### src/rtl/bcd_mult_pkg.sv
// Shared types and sizes for the two-requester multiply-and-convert sequencer.
package bcd_mult_pkg;

    localparam int MUL_STEPS  = 4;
    localparam int DAB_STEPS  = 8;
    localparam int OP_W       = 4;
    localparam int PROD_W     = 8;
    localparam int BCD_DIGITS = 3;
    localparam int BCD_W      = 4 * BCD_DIGITS;
    localparam int DAB_W      = BCD_W + PROD_W;

    typedef enum logic [1:0] {
        IDLE = 2'd0,
        MUL  = 2'd1,
        CONV = 2'd2,
        DONE = 2'd3
    } state_e;

    function automatic logic [3:0] dabble_adj(input logic [3:0] digit);
        return (digit >= 4'd5) ? digit + 4'd3 : digit;
    endfunction

endpackage

### src/rtl/bcd_dabble_step.sv
// One double-dabble iteration: correct every BCD nibble, then shift the
// whole {bcd, binary} register left by one.
module bcd_dabble_step
    import bcd_mult_pkg::*;
(
    input  logic [DAB_W-1:0] dab_i,
    output logic [DAB_W-1:0] dab_o
);

    logic [DAB_W-1:0] adj;

    always_comb begin
        adj = dab_i;
        for (int d = 0; d < BCD_DIGITS; d++) begin
            adj[PROD_W + 4*d +: 4] = dabble_adj(dab_i[PROD_W + 4*d +: 4]);
        end
        dab_o = {adj[DAB_W-2:0], 1'b0};
    end

endmodule

### src/rtl/bcd_mult_sequencer.sv
// Round-robin shared 4x4 shift-add multiplier followed by an iterative
// binary-to-BCD converter; returns product and three BCD digits per request.
module bcd_mult_sequencer
    import bcd_mult_pkg::*;
(
    input  logic              clk,
    input  logic              reset,
    input  logic [1:0]        req_valid,
    input  logic [OP_W-1:0]   req_x0,
    input  logic [OP_W-1:0]   req_y0,
    input  logic [OP_W-1:0]   req_x1,
    input  logic [OP_W-1:0]   req_y1,
    output logic [1:0]        req_ready,
    output logic              resp_valid,
    input  logic              resp_ready,
    output logic              resp_id,
    output logic [PROD_W-1:0] resp_product,
    output logic [3:0]        resp_bcd_hundreds,
    output logic [3:0]        resp_bcd_tens,
    output logic [3:0]        resp_bcd_ones
);

    localparam logic [2:0] MUL_LAST = 3'(MUL_STEPS - 1);
    localparam logic [2:0] DAB_LAST = 3'(DAB_STEPS - 1);

    state_e            state_q, state_d;
    logic              ptr_q, ptr_d;
    logic [2:0]        step_q, step_d;
    logic [OP_W-1:0]   x_q, x_d;
    logic [OP_W-1:0]   y_q, y_d;
    logic              id_q, id_d;
    logic [PROD_W-1:0] acc_q, acc_d;
    logic [DAB_W-1:0]  dab_q, dab_d;
    logic              resp_valid_q, resp_valid_d;
    logic              resp_id_q, resp_id_d;
    logic [PROD_W-1:0] resp_prod_q, resp_prod_d;
    logic [BCD_W-1:0]  resp_bcd_q, resp_bcd_d;

    logic [1:0]        grant;
    logic [PROD_W-1:0] partial;
    logic [PROD_W-1:0] acc_sum;
    logic [DAB_W-1:0]  dab_next;

    bcd_dabble_step u_dabble_step (
        .dab_i (dab_q),
        .dab_o (dab_next)
    );

    // ptr_q names the requester that wins a tie; it flips away from whoever was just served.
    always_comb begin
        grant = 2'b00;
        if (state_q == IDLE && !reset) begin
            case (req_valid)
                2'b01:   grant = 2'b01;
                2'b10:   grant = 2'b10;
                2'b11:   grant = ptr_q ? 2'b10 : 2'b01;
                default: grant = 2'b00;
            endcase
        end
    end

    always_comb begin
        partial = y_q[step_q[1:0]] ? (PROD_W'(x_q) << step_q[1:0]) : '0;
        acc_sum = acc_q + partial;
    end

    always_comb begin
        state_d      = state_q;
        ptr_d        = ptr_q;
        step_d       = step_q;
        x_d          = x_q;
        y_d          = y_q;
        id_d         = id_q;
        acc_d        = acc_q;
        dab_d        = dab_q;
        resp_valid_d = resp_valid_q;
        resp_id_d    = resp_id_q;
        resp_prod_d  = resp_prod_q;
        resp_bcd_d   = resp_bcd_q;

        case (state_q)
            IDLE: begin
                if (grant != 2'b00) begin
                    id_d    = grant[1];
                    x_d     = grant[1] ? req_x1 : req_x0;
                    y_d     = grant[1] ? req_y1 : req_y0;
                    acc_d   = '0;
                    step_d  = '0;
                    ptr_d   = ~grant[1];
                    state_d = MUL;
                end
            end
            MUL: begin
                acc_d = acc_sum;
                if (step_q == MUL_LAST) begin
                    step_d  = '0;
                    dab_d   = {{BCD_W{1'b0}}, acc_sum};
                    state_d = CONV;
                end else begin
                    step_d = step_q + 3'd1;
                end
            end
            CONV: begin
                dab_d = dab_next;
                if (step_q == DAB_LAST) begin
                    step_d       = '0;
                    resp_valid_d = 1'b1;
                    resp_id_d    = id_q;
                    resp_prod_d  = acc_q;
                    resp_bcd_d   = dab_next[DAB_W-1:PROD_W];
                    state_d      = DONE;
                end else begin
                    step_d = step_q + 3'd1;
                end
            end
            DONE: begin
                if (resp_ready) begin
                    resp_valid_d = 1'b0;
                    state_d      = IDLE;
                end
            end
            default: state_d = IDLE;
        endcase
    end

    always_ff @(posedge clk) begin
        if (reset) begin
            state_q      <= IDLE;
            ptr_q        <= 1'b0;
            step_q       <= '0;
            resp_valid_q <= 1'b0;
            resp_id_q    <= 1'b0;
            resp_prod_q  <= '0;
            resp_bcd_q   <= '0;
        end else begin
            state_q      <= state_d;
            ptr_q        <= ptr_d;
            step_q       <= step_d;
            resp_valid_q <= resp_valid_d;
            resp_id_q    <= resp_id_d;
            resp_prod_q  <= resp_prod_d;
            resp_bcd_q   <= resp_bcd_d;
        end
    end

    // Datapath registers are only meaningful while the FSM owns them, so no reset.
    always_ff @(posedge clk) begin
        x_q   <= x_d;
        y_q   <= y_d;
        id_q  <= id_d;
        acc_q <= acc_d;
        dab_q <= dab_d;
    end

    assign req_ready         = grant;
    assign resp_valid        = resp_valid_q;
    assign resp_id           = resp_id_q;
    assign resp_product      = resp_prod_q;
    assign resp_bcd_hundreds = resp_bcd_q[11:8];
    assign resp_bcd_tens     = resp_bcd_q[7:4];
    assign resp_bcd_ones     = resp_bcd_q[3:0];

endmodule

### config.mk
export PLATFORM = sky130hd
export DESIGN_NAME = bcd_mult_sequencer
export DESIGN_NICKNAME = d
export VERILOG_FILES = /design/src/rtl/bcd_mult_pkg.sv /design/src/rtl/bcd_dabble_step.sv /design/src/rtl/bcd_mult_sequencer.sv
export SDC_FILE = /design/constraint.sdc
export NUM_CORES = 1
export LEC_CHECK = 0
export CAP_MARGIN = 30
export CELL_PAD_IN_SITES_DETAIL_PLACEMENT = 1
export CELL_PAD_IN_SITES_GLOBAL_PLACEMENT = 1
export CORE_MARGIN = 1
export CORE_UTILIZATION = 43
export DETAILED_ROUTE_END_ITERATION = 10
export PLACE_DENSITY = 0.83
export RECOVER_POWER = 25
export SETUP_SLACK_MARGIN = 0.4
export SYNTH_ARGS = -nofsm -noshare
export SYNTH_HDL_FRONTEND = slang
export SYNTH_SLANG_ARGS = --single-unit
### constraint.sdc
create_clock -name clk -period 3.6 [get_ports clk]
set_input_delay 0.9 -clock clk [delete_from_list [all_inputs] [get_ports clk]]
set_output_delay 0.9 -clock clk [all_outputs]
set_load 0.01 [all_outputs]
# Yosys cells after proc, flatten, opt, wreduce, memory -nomap -nowiden
# Cells that the tools add are included.
# word_totals
inputBits	21
out_inout_bits	24
register_bits	65
# classes
addsub	5
eq_ne	12
muxes	27
n_reduce_logical	15
shifts	1
n_lt_le_gt_ge	4
bitwise	1
# ops
op	count
$pmux 20 s2	1
$mux 20	1
$mux 4	4
$mux 8	2
$pmux 8 s2	1
$ge 4x3->1 const B	3
$mux 2	6
$mux 3	4
$reduce_and 2->1	5
$pmux 3 s3	1
$add 4x2->4 const B	2
$add 8x8->8	1
$eq 2x2->1 const B	4
$pmux 2 s4	1
$reduce_bool 2->1	4
$shl 4x2->8	1
$ne 2x2->1 const B	3
$pmux 2 s3	1
$eq 2x1->1 const B	2
$reduce_and 4->1	1
$add 3x1->3 const B	1
$add 3x2->3 const B	1
$eq 3x2->1 const B	1
$eq 3x3->1 const B	1
11 further kinds	13

# Logic depth before layout (Yosys ltp)
# depth
word_depth	6
ltp_mapped	9
depth_no_buf	9

# Hierarchy
# From an unflattened synthesis, not the netlist that was laid out.
# hier_totals
hier_cells	357
area_unflattened_um2	3514.6
# by_module_without_submodules
mod	seq_area_each_um2	cells_per_inst	area_each_um2	instances
bcd_mult_sequencer	1671.6	303	3159.3	1
bcd_dabble_step	0.0	54	355.3	1

# Worst setup path before layout
# OpenSTA, ideal clock, no wires.
# synth_path
path_type	register to register
from	reg state_q[0]
to	reg dab_q[0], enable pin
path_buffers	1
setup_ns	0.425
arrival_time_ns	2.427
stages_incl_launch_ff	6
path_slack_ns	0.748
cell_sequence	dfxtp_1 -> inv_1 -> ha_1 -> buf_2 -> clkinv_1 -> o21ai_0
# synth_between
elab_chain_len	3
elab_cells_between_ends	5
classes_between	eq/ne: 3; reduce/logical: 2
# synth_rtl
element	line_no	rtl
from (decl)	bcd_mult_sequencer.sv:26	state_e state_q, state_d;
from (signal assigned)	bcd_mult_sequencer.sv:136	state_q <= state_d;
$eq 2x1->1 or $eq 2x2->1 (tied branches)	bcd_mult_sequencer.sv:81	case (state_q)
$ne 2x2->1 (no source line) or $reduce_bool 2->1 (tied branches)	-	
$reduce_and 2->1 (no source line) (*)	-	
to (signal assigned)	bcd_mult_sequencer.sv:152	dab_q <= dab_d;
to (decl)	bcd_mult_sequencer.sv:33	logic [DAB_W-1:0] dab_q, dab_d;
# Every way passes the cells marked *; elsewhere a longest branch is shown, timed or not.
# A chain may end at the register's enable or synchronous reset.

# Worst setup path after layout
# layout_path
from	in reset
to	reg step_q[0]
# layout_between
elab_chain_len	6
# layout_rtl
element	line_no	rtl
from (decl)	bcd_mult_sequencer.sv:7	input logic reset,
$logic_not 1->1	bcd_mult_sequencer.sv:52	if (state_q == IDLE && !reset) begin
$logic_and 1x1->1	bcd_mult_sequencer.sv:52	
$mux 2	bcd_mult_sequencer.sv:52	
$reduce_bool 2->1	bcd_mult_sequencer.sv:83	if (grant != 2'b00) begin
$ne 2x1->1 (no source line)	-	
$reduce_and 2->1 (no source line)	-	
to (signal assigned)	bcd_mult_sequencer.sv:138	step_q <= step_d;
to (decl)	bcd_mult_sequencer.sv:28	logic [2:0] step_q, step_d;
# Parallel ways exist; a longest one is shown, timed or not.

==> impl_metrics.env <==
export IMPL_fin_tns_setup_ns=0
export IMPL_finalWorstPathRequiredPeriod_ns=3.09
export IMPL_power_share_sequential_pct=42.5
export IMPL_reg2reg_from="state_q[0]"
export IMPL_route_vias_total=2584
export IMPL_grt_first_pass_wirelength_microns=13100
export IMPL_final_max_slew_viol_count=32
export IMPL_muxShareOfSynthArea_pct=5.80
export IMPL_antenna_violations_before_repair=0
export IMPL_fp_dieArea_sq_um=8340
export IMPL_detail_route_vias_per_cell=5.37
export IMPL_power_density_cell_area_nw_per_um2=611
export IMPL_firstDrtPassIters=4
export IMPL_fin_skew_ns=0.00920
export IMPL_reg2regPathDepth=7
export IMPL_met3WireLength_microns=165
export IMPL_synth_compound_area_share_pct=15.7
export IMPL_p_clk_share_pct=23.5
export IMPL_worst_skew_pair_late_latency_ns=0.34
export IMPL_maximum_number_of_pins_on_one_net_before_global_route_repair=32
export IMPL_min_delay_path_class="register to register"
export IMPL_cts_tree="done"
export IMPL_yosysWarningCount=0
export IMPL_route_detailed_wl_per_inst_microns=16.6
export IMPL_worstMarginPinSlew_ns=1.55
export IMPL_power_leakage_nw=1.53
export IMPL_finalWorstSetupSlack_ns=0.505
export IMPL_yosys_area_share_adder_pct=8.97
export IMPL_status="finished with violations"
export IMPL_seq_area_frac_synth_pct=48.7
export IMPL_area_growth_pct=21.3
export IMPL_fp_dieH_microns=91.3
export IMPL_asyncSetResetFlopFracSynth_pct=0
export IMPL_drv_cap=1
export IMPL_maxSlewHeadroom_pct=-3.04
export IMPL_cts_sink_count=65
export IMPL_synth_enable_flop_cells=37
export IMPL_largest_family_of_logic_cells_by_synthesized_area="simple AND/OR/NAND/NOR gates"
export IMPL_gp_routability_congestion=0.810
export IMPL_max_freq_mhz=323
export IMPL_pre_cts_ws_ns=0.336
export IMPL_post_synthesis_cell_area_sq_um=3430
export IMPL_grt_pass1_vias=2705
export IMPL_most_common_cell_after_layout_fill_and_taps_aside="clkdlybuf4s50_1"
export IMPL_critical_path_startpoint_type="input port"
export IMPL_die_w_microns=91.3
export IMPL_pwr_share_comb_pct=34.0
export IMPL_dpl_hpwl_microns=5530
export IMPL_coreArea_sq_um=7730
export IMPL_post_route_cells_drive_above_1_share_pct=8.44
export IMPL_maximum_root_to_sink_buffer_count=2
export IMPL_unrepaired_setup_endpoints_after_global_routing="no"
export IMPL_postLayoutCoreUtil_pct=53.8
export IMPL_netlist_instances=327
export IMPL_maximum_fanout_along_the_worst_path=31
export IMPL_reg2reg_setup_slack_ns=0.61
export IMPL_gr_total_overflow=0
export IMPL_synth_area_per_cell_sq_um=10.5
export IMPL_floorplan_initialDensity_pct=44.4
export IMPL_synth_cell_type_count=46
export IMPL_r2r_end="resp_bcd_q[9]"
export IMPL_top_layer="met4"
export IMPL_timing_critical_path_to_type="register"
export IMPL_fillCellCount=837
export IMPL_floorplan_io_pins=45
export IMPL_hold_path_end="resp_product[6]"
export IMPL_rows=32
export IMPL_met1_length_microns=3460
export IMPL_worstHoldStart="resp_product[6]"
export IMPL_timing_hold_violations_final=0
export IMPL_cts_resized=2
export IMPL_most_common_layout_cells="clkdlybuf4s50_1, nand2_1, edfxtp_1"
export IMPL_synth_top_flop_cell="edfxtp_1"
export IMPL_cts_buffers=9
export IMPL_timing_final_crit_share_pct=86.0
export IMPL_category_of_the_most_critical_setup_path="input port to register"
export IMPL_ff_latch_area_sq_um=1670
export IMPL_ctsHoldBuffers=0
export IMPL_cell_internal_pwr_mw=1.67
export IMPL_detail_route_wirelength_microns=7960
export IMPL_grt_util_all_layers_pct=20.5
export IMPL_multi_input_area_sq_um=1650
export IMPL_ir_worst_vdd_mv=0.323
export IMPL_drcViolationCount=0
export IMPL_cts_htree_levels=3
export IMPL_clk_pin_slew_worst_paths_ns=0.06
export IMPL_cts_repair_timing_setup_buffer_count=0
export IMPL_synth_nets=372
export IMPL_clk_root_buffer_cell="clkbuf_8"
export IMPL_n_antenna_cell=0
export IMPL_sw_share_pct=34.4
export IMPL_xor_xnor_cell_area_share_of_the_yosys_netlist_pct=1.79
export IMPL_layout_nets=419
export IMPL_ys_seq_elements=65
export IMPL_synth_simple_gate_area_share_pct=15.8
export IMPL_detail_route_antenna_nets=0
export IMPL_finalSetupViolCount=0
export IMPL_failed_checks="max-capacitance violations, max-slew violations"
export IMPL_drt_iter0_drc=79
export IMPL_hold_depth=2
export IMPL_netSwitchingPower_mw=0.874
export IMPL_crit_required_ns=3.75
export IMPL_io_buffer_count=44
export IMPL_worstPathArrival_ns=3.24
export IMPL_met2RoutedLength_microns=4280
## state kept, by name, indices dropped and copies added, names as in the netlist, 2 cells and up
name,cells
acc_q,8
dab_q,20
resp_bcd_q,12
resp_product,8
state_q,2
step_q,3
x_q,4
y_q,4
## stage by stage
stage	instance area (sq um)	hold WS, ns	instances	total power, mW
floorplan	3430	0.470	327	1.70
global placement	3980	0.443	465	1.91
detailed placement	3980	0.450	465	1.95
CTS	4170	0.459	481	2.57
global route	4160	0.481	481	2.70
finish	4160	0.456	481	2.54
## synthesized netlist by cell type (all sizes together) (4+ instances only)
cell type	count	area, sq um
inv	14	52.6
mux2	11	124
nor3b	9	67.6
nor3	5	25.0
nand2	41	154
nor2	19	71.3
a211oi	8	60.1
edfxtp	37	1110
nand3b	4	30.0
o31ai	4	30.0
dfxtp	28	561
and2	12	75.1
a21o	7	53.8
nor4b	4	35.0
clkbuf	10	37.5
a21oi	30	161
xnor2	4	35.0
ha	23	288
o21ai	13	65.1
nor2b	5	31.3
## cell type report
cell class | count | area share, %
Clock buffer | 14 | 4.42
Multi-Input combinational cell | 234 | 39.7
Timing Repair Buffer | 49 | 11.1
Inverter | 15 | 1.35
Clock inverter | 2 | 0.211
Sequential cell | 65 | 40.2
Tap cell | 102 | 3.07
## worst max path at each step
stage                          start       endpoint
after global routing      state_q[0]  resp_bcd_q[9]
after global placement         reset   req_ready[1]
after floorplan           state_q[0]       dab_q[0]
final                          reset      step_q[0]
after detailed placement       reset   req_ready[1]
after CTS                      reset   req_ready[1]
## logic make-up (layout without fill, tap and decap cells)
group | count (synthesis) | after routing
mux | 16 | 16
xor+xnor | 7 | 7
compound gates | 79 | 79
fa+ha+maj | 24 | 24
simple gates | 108 | 108
flops | 65 | 65
buf+inv | 28 | 80
## power by group through the flow
stage          registers (mW)  clock network (mW)  logic, mW
2_1_floorplan            1.06                   0      0.644
3_5_place_dp             1.09                   0      0.860
5_1_grt                  1.10               0.643      0.959
4_1_cts                  1.08               0.610      0.878
6_report                 1.08               0.596      0.865
3_3_place_gp             1.09                   0      0.819
## layer usage
layer | GRT usage (%) | vias up
met2 | 36.8 | 30
met1 | 24.4 | 1286
li1 | - | 1264
met3 | 5.03 | 4
met5 | 0 | -
met4 | 5.56 | 0
## worst max-delay path: stages
cell and delay (ns):
clkdlybuf4s50_1 0.47, clkbuf_1 1.12, o21bai_2 0.38, a21o_2 0.20
or3_1 0.12, a21oi_1 0.06
No activity file was read; power rests on OpenSTA's default activity.
